`config.mk`:
```
export PLATFORM = sky130hd
export DESIGN_NAME = alu_share_arb_flat
export DESIGN_NICKNAME = d
export VERILOG_FILES = /design/src/rtl/alu_share_arb_if.sv /design/src/rtl/alu_share_arb.sv /design/src/flat_wrapper.sv
export SDC_FILE = /design/constraint.sdc
export NUM_CORES = 1
export LEC_CHECK = 0
export BUFFER_PORTS_ARGS = -buffer_cell sky130_fd_sc_hd__buf_4
export CAP_MARGIN = 20
export CORE_AREA = 2 2 114 116
export CTS_CLUSTER_SIZE = 8
export DETAILED_ROUTE_END_ITERATION = 10
export DIE_AREA = 0 0 116 118
export PLACE_DENSITY = 0.81
export SLEW_MARGIN = 5
export SYNTH_ARGS = -nofsm -noshare
export SYNTH_HDL_FRONTEND = slang
export SYNTH_SLANG_ARGS = --single-unit
```
`constraint.sdc`:
```
create_clock -name clk -period 1.5 [get_ports clk]
set_input_delay 0.3 -clock clk [delete_from_list [all_inputs] [get_ports clk]]
set_output_delay 0.3 -clock clk [all_outputs]
set_load 0.1 [all_outputs]
```
`src/rtl/alu_share_arb_if.sv`:
```
// Bundle of requester, response and ALU-side signals for alu_share_arb.
// The master side is the environment (requesters plus ALU); the slave side is the arbiter.
interface alu_share_arb_if #(
    parameter int unsigned N_REQ = 2
);
    logic [N_REQ-1:0]   req_valid;
    logic [N_REQ-1:0]   req_ready;
    logic [32*N_REQ-1:0] req_a;
    logic [32*N_REQ-1:0] req_b;
    logic [4*N_REQ-1:0] req_op;
    logic [5*N_REQ-1:0] req_shamt;
    logic [N_REQ-1:0]   resp_valid;
    logic [N_REQ-1:0]   resp_ready;
    logic [31:0]        resp_c;
    logic               resp_zero;
    logic [31:0]        alu_a;
    logic [31:0]        alu_b;
    logic [3:0]         alu_op;
    logic [4:0]         alu_shamt;
    logic [31:0]        alu_c;
    logic               alu_zero;
    logic               busy;

    modport master (
        output req_valid, req_a, req_b, req_op, req_shamt, resp_ready, alu_c, alu_zero,
        input  req_ready, resp_valid, resp_c, resp_zero, alu_a, alu_b, alu_op, alu_shamt, busy
    );

    modport slave (
        input  req_valid, req_a, req_b, req_op, req_shamt, resp_ready, alu_c, alu_zero,
        output req_ready, resp_valid, resp_c, resp_zero, alu_a, alu_b, alu_op, alu_shamt, busy
    );
endinterface

```
`src/rtl/alu_share_arb.sv`:
```
// Round-robin arbiter sharing one ALU among N_REQ requesters: grant, register operands,
// capture result, then hold a valid/ready response to the granted requester.
module alu_share_arb #(
    parameter int unsigned N_REQ = 2
) (
    input logic          clk,
    input logic          rst,
    alu_share_arb_if.slave bus
);
    localparam int unsigned          IdxW    = $clog2(N_REQ);
    localparam logic [3:0]           AluNop  = 4'b0000;
    localparam logic [IdxW-1:0]      LastRst = IdxW'(N_REQ - 1);
    localparam logic [N_REQ-1:0]     OneLsb  = N_REQ'(1);

    typedef enum logic [1:0] {StIdle, StExec, StResp} state_e;

    state_e             state_q;
    logic [IdxW-1:0]    last_q;
    logic [IdxW-1:0]    gnt_q;
    logic [31:0]        alu_a_q;
    logic [31:0]        alu_b_q;
    logic [3:0]         alu_op_q;
    logic [4:0]         alu_shamt_q;
    logic [31:0]        resp_c_q;
    logic               resp_zero_q;
    logic [N_REQ-1:0]   resp_valid_q;
    logic               busy_q;

    logic [31:0]        a_arr     [N_REQ];
    logic [31:0]        b_arr     [N_REQ];
    logic [3:0]         op_arr    [N_REQ];
    logic [4:0]         shamt_arr [N_REQ];

    logic               grant_found;
    logic [IdxW-1:0]    grant_sel;
    logic [IdxW-1:0]    cand;
    logic [N_REQ-1:0]   req_ready_d;

    for (genvar i = 0; i < N_REQ; i++) begin : g_unpack
        assign a_arr[i]     = bus.req_a[32*i+31:32*i];
        assign b_arr[i]     = bus.req_b[32*i+31:32*i];
        assign op_arr[i]    = bus.req_op[4*i+3:4*i];
        assign shamt_arr[i] = bus.req_shamt[5*i+4:5*i];
    end

    // Scan from last+1 upward so the most recently served requester has lowest priority.
    always_comb begin
        grant_found = 1'b0;
        grant_sel   = '0;
        cand        = '0;
        req_ready_d = '0;
        if (state_q == StIdle && !rst) begin
            for (int unsigned k = 1; k <= N_REQ; k++) begin
                cand = IdxW'((32'(last_q) + k) % N_REQ);
                if (!grant_found && bus.req_valid[cand]) begin
                    grant_found = 1'b1;
                    grant_sel   = cand;
                end
            end
            if (grant_found) begin
                req_ready_d[grant_sel] = 1'b1;
            end
        end
    end

    always_ff @(posedge clk) begin
        if (rst) begin
            state_q      <= StIdle;
            last_q       <= LastRst;
            gnt_q        <= '0;
            alu_a_q      <= '0;
            alu_b_q      <= '0;
            alu_op_q     <= AluNop;
            alu_shamt_q  <= '0;
            resp_c_q     <= '0;
            resp_zero_q  <= 1'b0;
            resp_valid_q <= '0;
            busy_q       <= 1'b0;
        end else begin
            case (state_q)
                StIdle: begin
                    if (grant_found) begin
                        alu_a_q     <= a_arr[grant_sel];
                        alu_b_q     <= b_arr[grant_sel];
                        alu_op_q    <= op_arr[grant_sel];
                        alu_shamt_q <= shamt_arr[grant_sel];
                        gnt_q       <= grant_sel;
                        busy_q      <= 1'b1;
                        state_q     <= StExec;
                    end
                end
                StExec: begin
                    resp_c_q     <= bus.alu_c;
                    resp_zero_q  <= bus.alu_zero;
                    resp_valid_q <= OneLsb << gnt_q;
                    state_q      <= StResp;
                end
                StResp: begin
                    if (bus.resp_ready[gnt_q]) begin
                        last_q       <= gnt_q;
                        alu_op_q     <= AluNop;
                        resp_valid_q <= '0;
                        busy_q       <= 1'b0;
                        state_q      <= StIdle;
                    end
                end
                default: state_q <= StIdle;
            endcase
        end
    end

    assign bus.req_ready  = req_ready_d;
    assign bus.resp_valid = resp_valid_q;
    assign bus.resp_c     = resp_c_q;
    assign bus.resp_zero  = resp_zero_q;
    assign bus.alu_a      = alu_a_q;
    assign bus.alu_b      = alu_b_q;
    assign bus.alu_op     = alu_op_q;
    assign bus.alu_shamt  = alu_shamt_q;
    assign bus.busy       = busy_q;
endmodule

```
`src/flat_wrapper.sv`:
```
// flat-port wrapper written by rule: the top's interface ports become plain ports
module alu_share_arb_flat 
#(
    parameter int unsigned N_REQ = 2
)
  (clk, rst, bus_req_valid, bus_req_a, bus_req_b, bus_req_op, bus_req_shamt, bus_resp_ready, bus_alu_c, bus_alu_zero, bus_req_ready, bus_resp_valid, bus_resp_c, bus_resp_zero, bus_alu_a, bus_alu_b, bus_alu_op, bus_alu_shamt, bus_busy);
  alu_share_arb_if #(.N_REQ(N_REQ)) bus_i ();
  input logic clk;
  input logic rst;
  input wire logic [$bits(bus_i.req_valid)-1:0] bus_req_valid;
  input wire logic [$bits(bus_i.req_a)-1:0] bus_req_a;
  input wire logic [$bits(bus_i.req_b)-1:0] bus_req_b;
  input wire logic [$bits(bus_i.req_op)-1:0] bus_req_op;
  input wire logic [$bits(bus_i.req_shamt)-1:0] bus_req_shamt;
  input wire logic [$bits(bus_i.resp_ready)-1:0] bus_resp_ready;
  input wire logic [$bits(bus_i.alu_c)-1:0] bus_alu_c;
  input wire logic [$bits(bus_i.alu_zero)-1:0] bus_alu_zero;
  output wire logic [$bits(bus_i.req_ready)-1:0] bus_req_ready;
  output wire logic [$bits(bus_i.resp_valid)-1:0] bus_resp_valid;
  output wire logic [$bits(bus_i.resp_c)-1:0] bus_resp_c;
  output wire logic [$bits(bus_i.resp_zero)-1:0] bus_resp_zero;
  output wire logic [$bits(bus_i.alu_a)-1:0] bus_alu_a;
  output wire logic [$bits(bus_i.alu_b)-1:0] bus_alu_b;
  output wire logic [$bits(bus_i.alu_op)-1:0] bus_alu_op;
  output wire logic [$bits(bus_i.alu_shamt)-1:0] bus_alu_shamt;
  output wire logic [$bits(bus_i.busy)-1:0] bus_busy;
  assign bus_i.req_valid = bus_req_valid;
  assign bus_i.req_a = bus_req_a;
  assign bus_i.req_b = bus_req_b;
  assign bus_i.req_op = bus_req_op;
  assign bus_i.req_shamt = bus_req_shamt;
  assign bus_i.resp_ready = bus_resp_ready;
  assign bus_i.alu_c = bus_alu_c;
  assign bus_i.alu_zero = bus_alu_zero;
  assign bus_req_ready = bus_i.req_ready;
  assign bus_resp_valid = bus_i.resp_valid;
  assign bus_resp_c = bus_i.resp_c;
  assign bus_resp_zero = bus_i.resp_zero;
  assign bus_alu_a = bus_i.alu_a;
  assign bus_alu_b = bus_i.alu_b;
  assign bus_alu_op = bus_i.alu_op;
  assign bus_alu_shamt = bus_i.alu_shamt;
  assign bus_busy = bus_i.busy;
  alu_share_arb #(.N_REQ(N_REQ)) u_core (.clk(clk), .rst(rst), .bus(bus_i));
endmodule
```
# ---- Yosys cells after proc, flatten, opt, wreduce, memory -nomap -nowiden
# Cells that the tools add are included.
# Widths: inputs -> output; s select.
dict set report totals {
  latch_bits 0
  elab_cells 79
  memories 0
  ram_bits 0
  output_inout_bits 111
  ff_bits 113
  mem_bits_ro 0
  inputBits 185
}
dict set report classes {
  n_bitwise 1
  addsub 2
  multipliers 0
  shifts 1
  reduce_logical 13
  n_eq_ne 4
  order_cmp 6
  div 0
  mux 41
}
# operator n
set ops {}
lappend ops {{$mux 32} 6}
lappend ops {{$mux 4} 5}
lappend ops {{$mux 1} 18}
lappend ops {{$mux 5} 3}
lappend ops {{$lt 1x2->1 const B} 4}
lappend ops {{$mux 2} 4}
lappend ops {{$pmux 4 s2} 1}
lappend ops {{$reduce_and 2->1} 4}
lappend ops {{$pmux 2 s3} 1}
lappend ops {{$ne 2x1->1 const B} 2}
lappend ops {{$pmux 2 s2} 1}
lappend ops {{$reduce_bool 2->1} 2}
lappend ops {{$logic_and 1x1->1} 3}
lappend ops {{$reduce_and 3->1} 1}
lappend ops {{$add 1x1->1 const B} 2}
lappend ops {{$eq 2x1->1 const B} 1}
lappend ops {{$eq 2x2->1 const B} 1}
lappend ops {{$ge 2x2->1 const B} 1}
lappend ops {{$logic_not 1->1} 2}
lappend ops {{$logic_not 2->1} 1}
lappend ops {{$not 1->2} 1}
lappend ops {{$pmux 1 s2} 1}
lappend ops {{$shl 1x1->2 const A} 1}
lappend ops {{$demux 1 s1} 1}
lappend ops {{$ge 1x1->1 const B} 1}

# ---- Depth between registers and ports, before layout
dict set report depth {
  ltp_word 16
  mapped_depth 6
  ltp_nobuf 3
}

# ---- Least setup slack after synthesis
# Ideal clock, no wire load.
dict set report synth_path {
  kind {register -> output}
  start {register u_core.state_q[0]}
  end {output port bus_req_ready[0]}
  n_path_buf 2
  setup_slack_ns -0.987
  arrival_time_ns 2.187
  t_required_ns 1.200
  stages_incl_launch_ff 6
  cell_sequence {dfxtp_1 -> buf_6 -> nor3_4 -> o21ai_2 -> clkbuf_1 -> nor2_1}
}
dict set report synth_between {
  elab_chain_len 3
}
# element line_no
set synth_lines {}
lappend synth_lines {{start: declaration} alu_share_arb.sv:17} ;# state_e state_q;
lappend synth_lines {{start signal: assignment} alu_share_arb.sv:68} ;# state_q <= StIdle;
lappend synth_lines {{start signal: assignment} alu_share_arb.sv:89} ;# state_q <= StExec;
lappend synth_lines {{start signal: assignment} alu_share_arb.sv:96} ;# state_q <= StResp;
lappend synth_lines {{$logic_not 2->1} alu_share_arb.sv:52} ;# if (state_q == StIdle && !rst) begin
lappend synth_lines {{$logic_and 1x1->1} alu_share_arb.sv:52}
lappend synth_lines {{$mux 2} alu_share_arb.sv:52}
lappend synth_lines {{end: declaration} flat_wrapper.sv:18} ;# output wire logic [$bits(bus_i.req_ready)-1:0] bus_req_ready;
# Every way passes these cells.

# ---- Final worst setup path
dict set report layout_path {
  start {register u_core.state_q[0]}
  end {output port bus_req_ready[1]}
}
# Same word-level chain as after synthesis.

==> key figures <==
Hold path
  • Min-delay src: bus_alu_c[9]
  • Hold worst-path end: u_core.bus.resp_c[9]
  • Hold Path Depth: 3
  • Hold WC Path Type: input pin to flop

Synthesis
  • Post-synth top flop: dfxtp_1
  • Cells after Synth: 604
  • Syn. warnings: 0
  • Share of flip-flops with an asynchronous set or reset: 0%
  • Largest cells by area after synthesis: dfxtp_1 (44%), a21oi_1 (11%), o211ai_1 (10%)
  • Post-Syn Nets: approximately 800
  • Synth top area share: 44.5%
  • Largest area contributor in the netlist: dfxtp_1
  • Sequential cell area fraction in the yosys report: 44.5%
  • Number of synthesized flops with an enable pin: 0
  • #FFs+latches synth: 113
  • Post-synthesis cell area: 0.00508 mm²
  • Synth cell types: 30
  • Synth Area per Inst: 8.42 µm²

Finish
  • Final instance area: between 0.008 and 0.009 mm²
  • Nets: ~1.1k
  • Layout cells sized above 1: 45.5%
  • Area growth syn-to-layout: 65.6%
  • Commonest non-fill, non-tap cell in the layout: buf_4
  • ANT cells: 0
  • Commonest non-fill, non-tap cells in the layout: buf_4 (322), a21oi_1 (109), dfxtp_1 (109)

Clocking
  • CTS tree: built
  • Bufs on Longest Clock Path: 2
  • Htree depth: 4
  • Clk sinks: 113
  • Clk_lat worst skew: ~0.41 ns
  • Clock-pin slew on the worst setup and hold paths: 0.05 ns
  • CTS buffer count: 17
  • CTS Hold Bufs: 0
  • Root Driver: clkbuf_16

Timing
  • Setup TNS: -0.463 ns
  • Final Hold Fails: 0
  • Hold WS: 0.134 ns
  • Period utilization: 117%
  • Worst-Margin Slew: 0.371 ns
  • Clock Skew: ~0.0094 ns
  • Max-slew violations: 0
  • RSZ-0062 raised after global routing: yes
  • Fmax: roughly 0.57 GHz
  • Fin crit period: 1.75 ns
  • # setup viols final: 3
  • Final worst slack: -0.249 ns
  • Worst slew margin: 75.3%

Die
  • Initial core utilization: 41.0%
  • Die Span Y: 118 µm
  • Die W: 116 µm
  • # rows: 41
  • Core box area: 0.0124 mm²
  • I/O pins: 296
  • Die ar.: roughly 0.014 mm²

Status
  • Failing checks: negative setup slack
  • Outcome: finished, violations left

GRT
  • GRT overflow: 0
  • Vias in the first global route: 5620
  • Gr usage total: between 20% and 30%
  • Largest net degree at the start of global routing: 60
  • Initial antenna violation count: 0
  • First-pass GRT wire length: around 27000 µm

Critical path
  • Worst R2R Start: u_core.state_q[1]
  • Kind of critical path: flop to output port
  • Crit-path slowest cell: dfxtp_2
  • Max incr delay on CP: ~0.33 ns
  • CP endpoint kind: output port
  • R2r setup slk: -0.01 ns
  • Worst path arrival time: 1.45 ns
  • CP Max Fanout: 3
  • Worst r2r dst: u_core.bus.alu_b[8]
  • Startpoint types: flop
  • Worst reg-to-reg path cell count: 6
  • CP Cell Sequence: or2_4 -> nor3_4 -> buf_12
  • Worst EP required: 1.20 ns

Pwr
  • Pleak: approximately 3.7 nW
  • Pwr per Cell Area: 1360 mW/mm²
  • Sw Ratio: 39.7%
  • Int Pwr: 6.93 mW
  • Combinational power share: approximately 37%
  • Clock network fraction of total power: between 30 and 40%
  • Worst vdd ir: approximately 0.9 mV
  • Switching power: 4.56 mW
  • Register share of total power: 30.1%

Placed design
  • Gpl congestion: just under 0.8
  • Placed inst area: 0.00766 mm²
  • Pre-CTS setup slack: -0.0319 ns
  • I/O Buffers: 295
  • DP HPWL: 12300 µm

Route
  • Vias: 5788
  • 1st-pass router iterations: 5
  • Drt via density: 5.35
  • Routed len/inst: 16.8 µm
  • Detailed Route WL: 18200 µm
  • Drt drc: 0
  • Post-route ant nets: 0
  • DRT iter0 DRCs: 527

Job
  • Maxcap violations: 0
[area by class of cell]
cell class / instances / area [µm²]
clock buffers: 22 / 484
multi-input cells: 417 / 2510
clock inverters: 9 / 82.6
inverters: 6 / 22.5
well taps: 172 / 215
flip-flops and latches: 113 / 2270
repair buffers: 343 / 2840
fillers: 1053 / 4000
[cells by family after synthesis]
family,after synthesis,share of synthesized area [%]
muxes,1,0.197
AOI/OAI and AO/OA,263,35.8
DFF,113,44.5
and+or+nand+nor,153,12.0
buffers and inverters,74,7.53
[critical path, delay by kind of cell (launching register included)]
family,cells,cell delay (ns)
buf+inv,1,0.21
flops,1,0.33
simple gates,2,0.50
[layer usage]
metal | track usage [%] | part of all wire [%] | up-vias
li1 | - | - | 2777
met1 | 28.4 | 38 | 2691
met2 | 42.8 | 50 | 275
met3 | 7.78 | 8.7 | 45
met4 | 11.0 | 2.8 | 0
met5 | 0 | 0 | -
[power groups by stage]
stage	logic [mW]	clock network (mW)	registers, mW
after floorplan	0.932	0	5.44
after global placement	4.05	0	3.50
after detailed placement	4.07	0	3.51
after CTS	4.11	3.87	3.45
after global routing	4.35	4.03	3.48
final	4.19	3.84	3.46
[sequential cells by signal, summed over array words and instances (netlist names)]
signal                 count
u_core.bus.resp_c         32
u_core.bus.busy            1
u_core.bus.alu_shamt       5
u_core.last_q              1
u_core.bus.resp_zero       1
u_core.bus.alu_a          32
u_core.bus.alu_op          4
u_core.bus.alu_b          32
u_core.bus.resp_valid      2
u_core.gnt_q               1
u_core.state_q             2
[Yosys cell counts, types with 2 or more instances]
cell and instances:
clkbuf_1 27, nand2_1 67, o31ai_2 23, dfxtp_1 113
nor2b_1 2, o211ai_1 70, a21oi_1 109, buf_6 6
o32ai_1 4, buf_4 7, nor2_1 78, o31ai_1 46
buf_2 27, inv_1 6, nand2b_1 2, o21ai_0 3
[per-stage QoR]
stage | util [%] | std cells | power, mW
3_5_place_dp | 61.7 | 1043 | 7.58
5_1_grt | 67.8 | 1082 | 11.9
2_1_floorplan | - | 604 | 6.38
3_3_place_gp | 61.7 | 1043 | 7.55
6_report | 67.8 | 1082 | 11.5
4_1_cts | 66.8 | 1077 | 11.4
[worst max-delay path by stage]
stage / startpoint / end / slack, ns / cells past startpoint
final: u_core.state_q[0] / bus_req_ready[1] / -0.25 / 3
after global routing: u_core.state_q[0] / bus_req_ready[1] / -0.29 / 3
after CTS: u_core.state_q[0] / bus_req_ready[1] / -0.28 / 3
after detailed placement: rst / u_core.bus.alu_a[17] / -0.03 / 5
after global placement: rst / u_core.bus.alu_op[0] / 0.02 / 5
after floorplan: u_core.state_q[1] / bus_req_ready[1] / -0.42 / 4
[repair_timing]
item,in CTS,in global routing
pin swaps,2,3
gates resized for setup,10,8
gates cloned,0,3
setup endpoints to repair,4,11
setup buffers,3,3
Note: power is estimated with default switching activity, not from simulation.
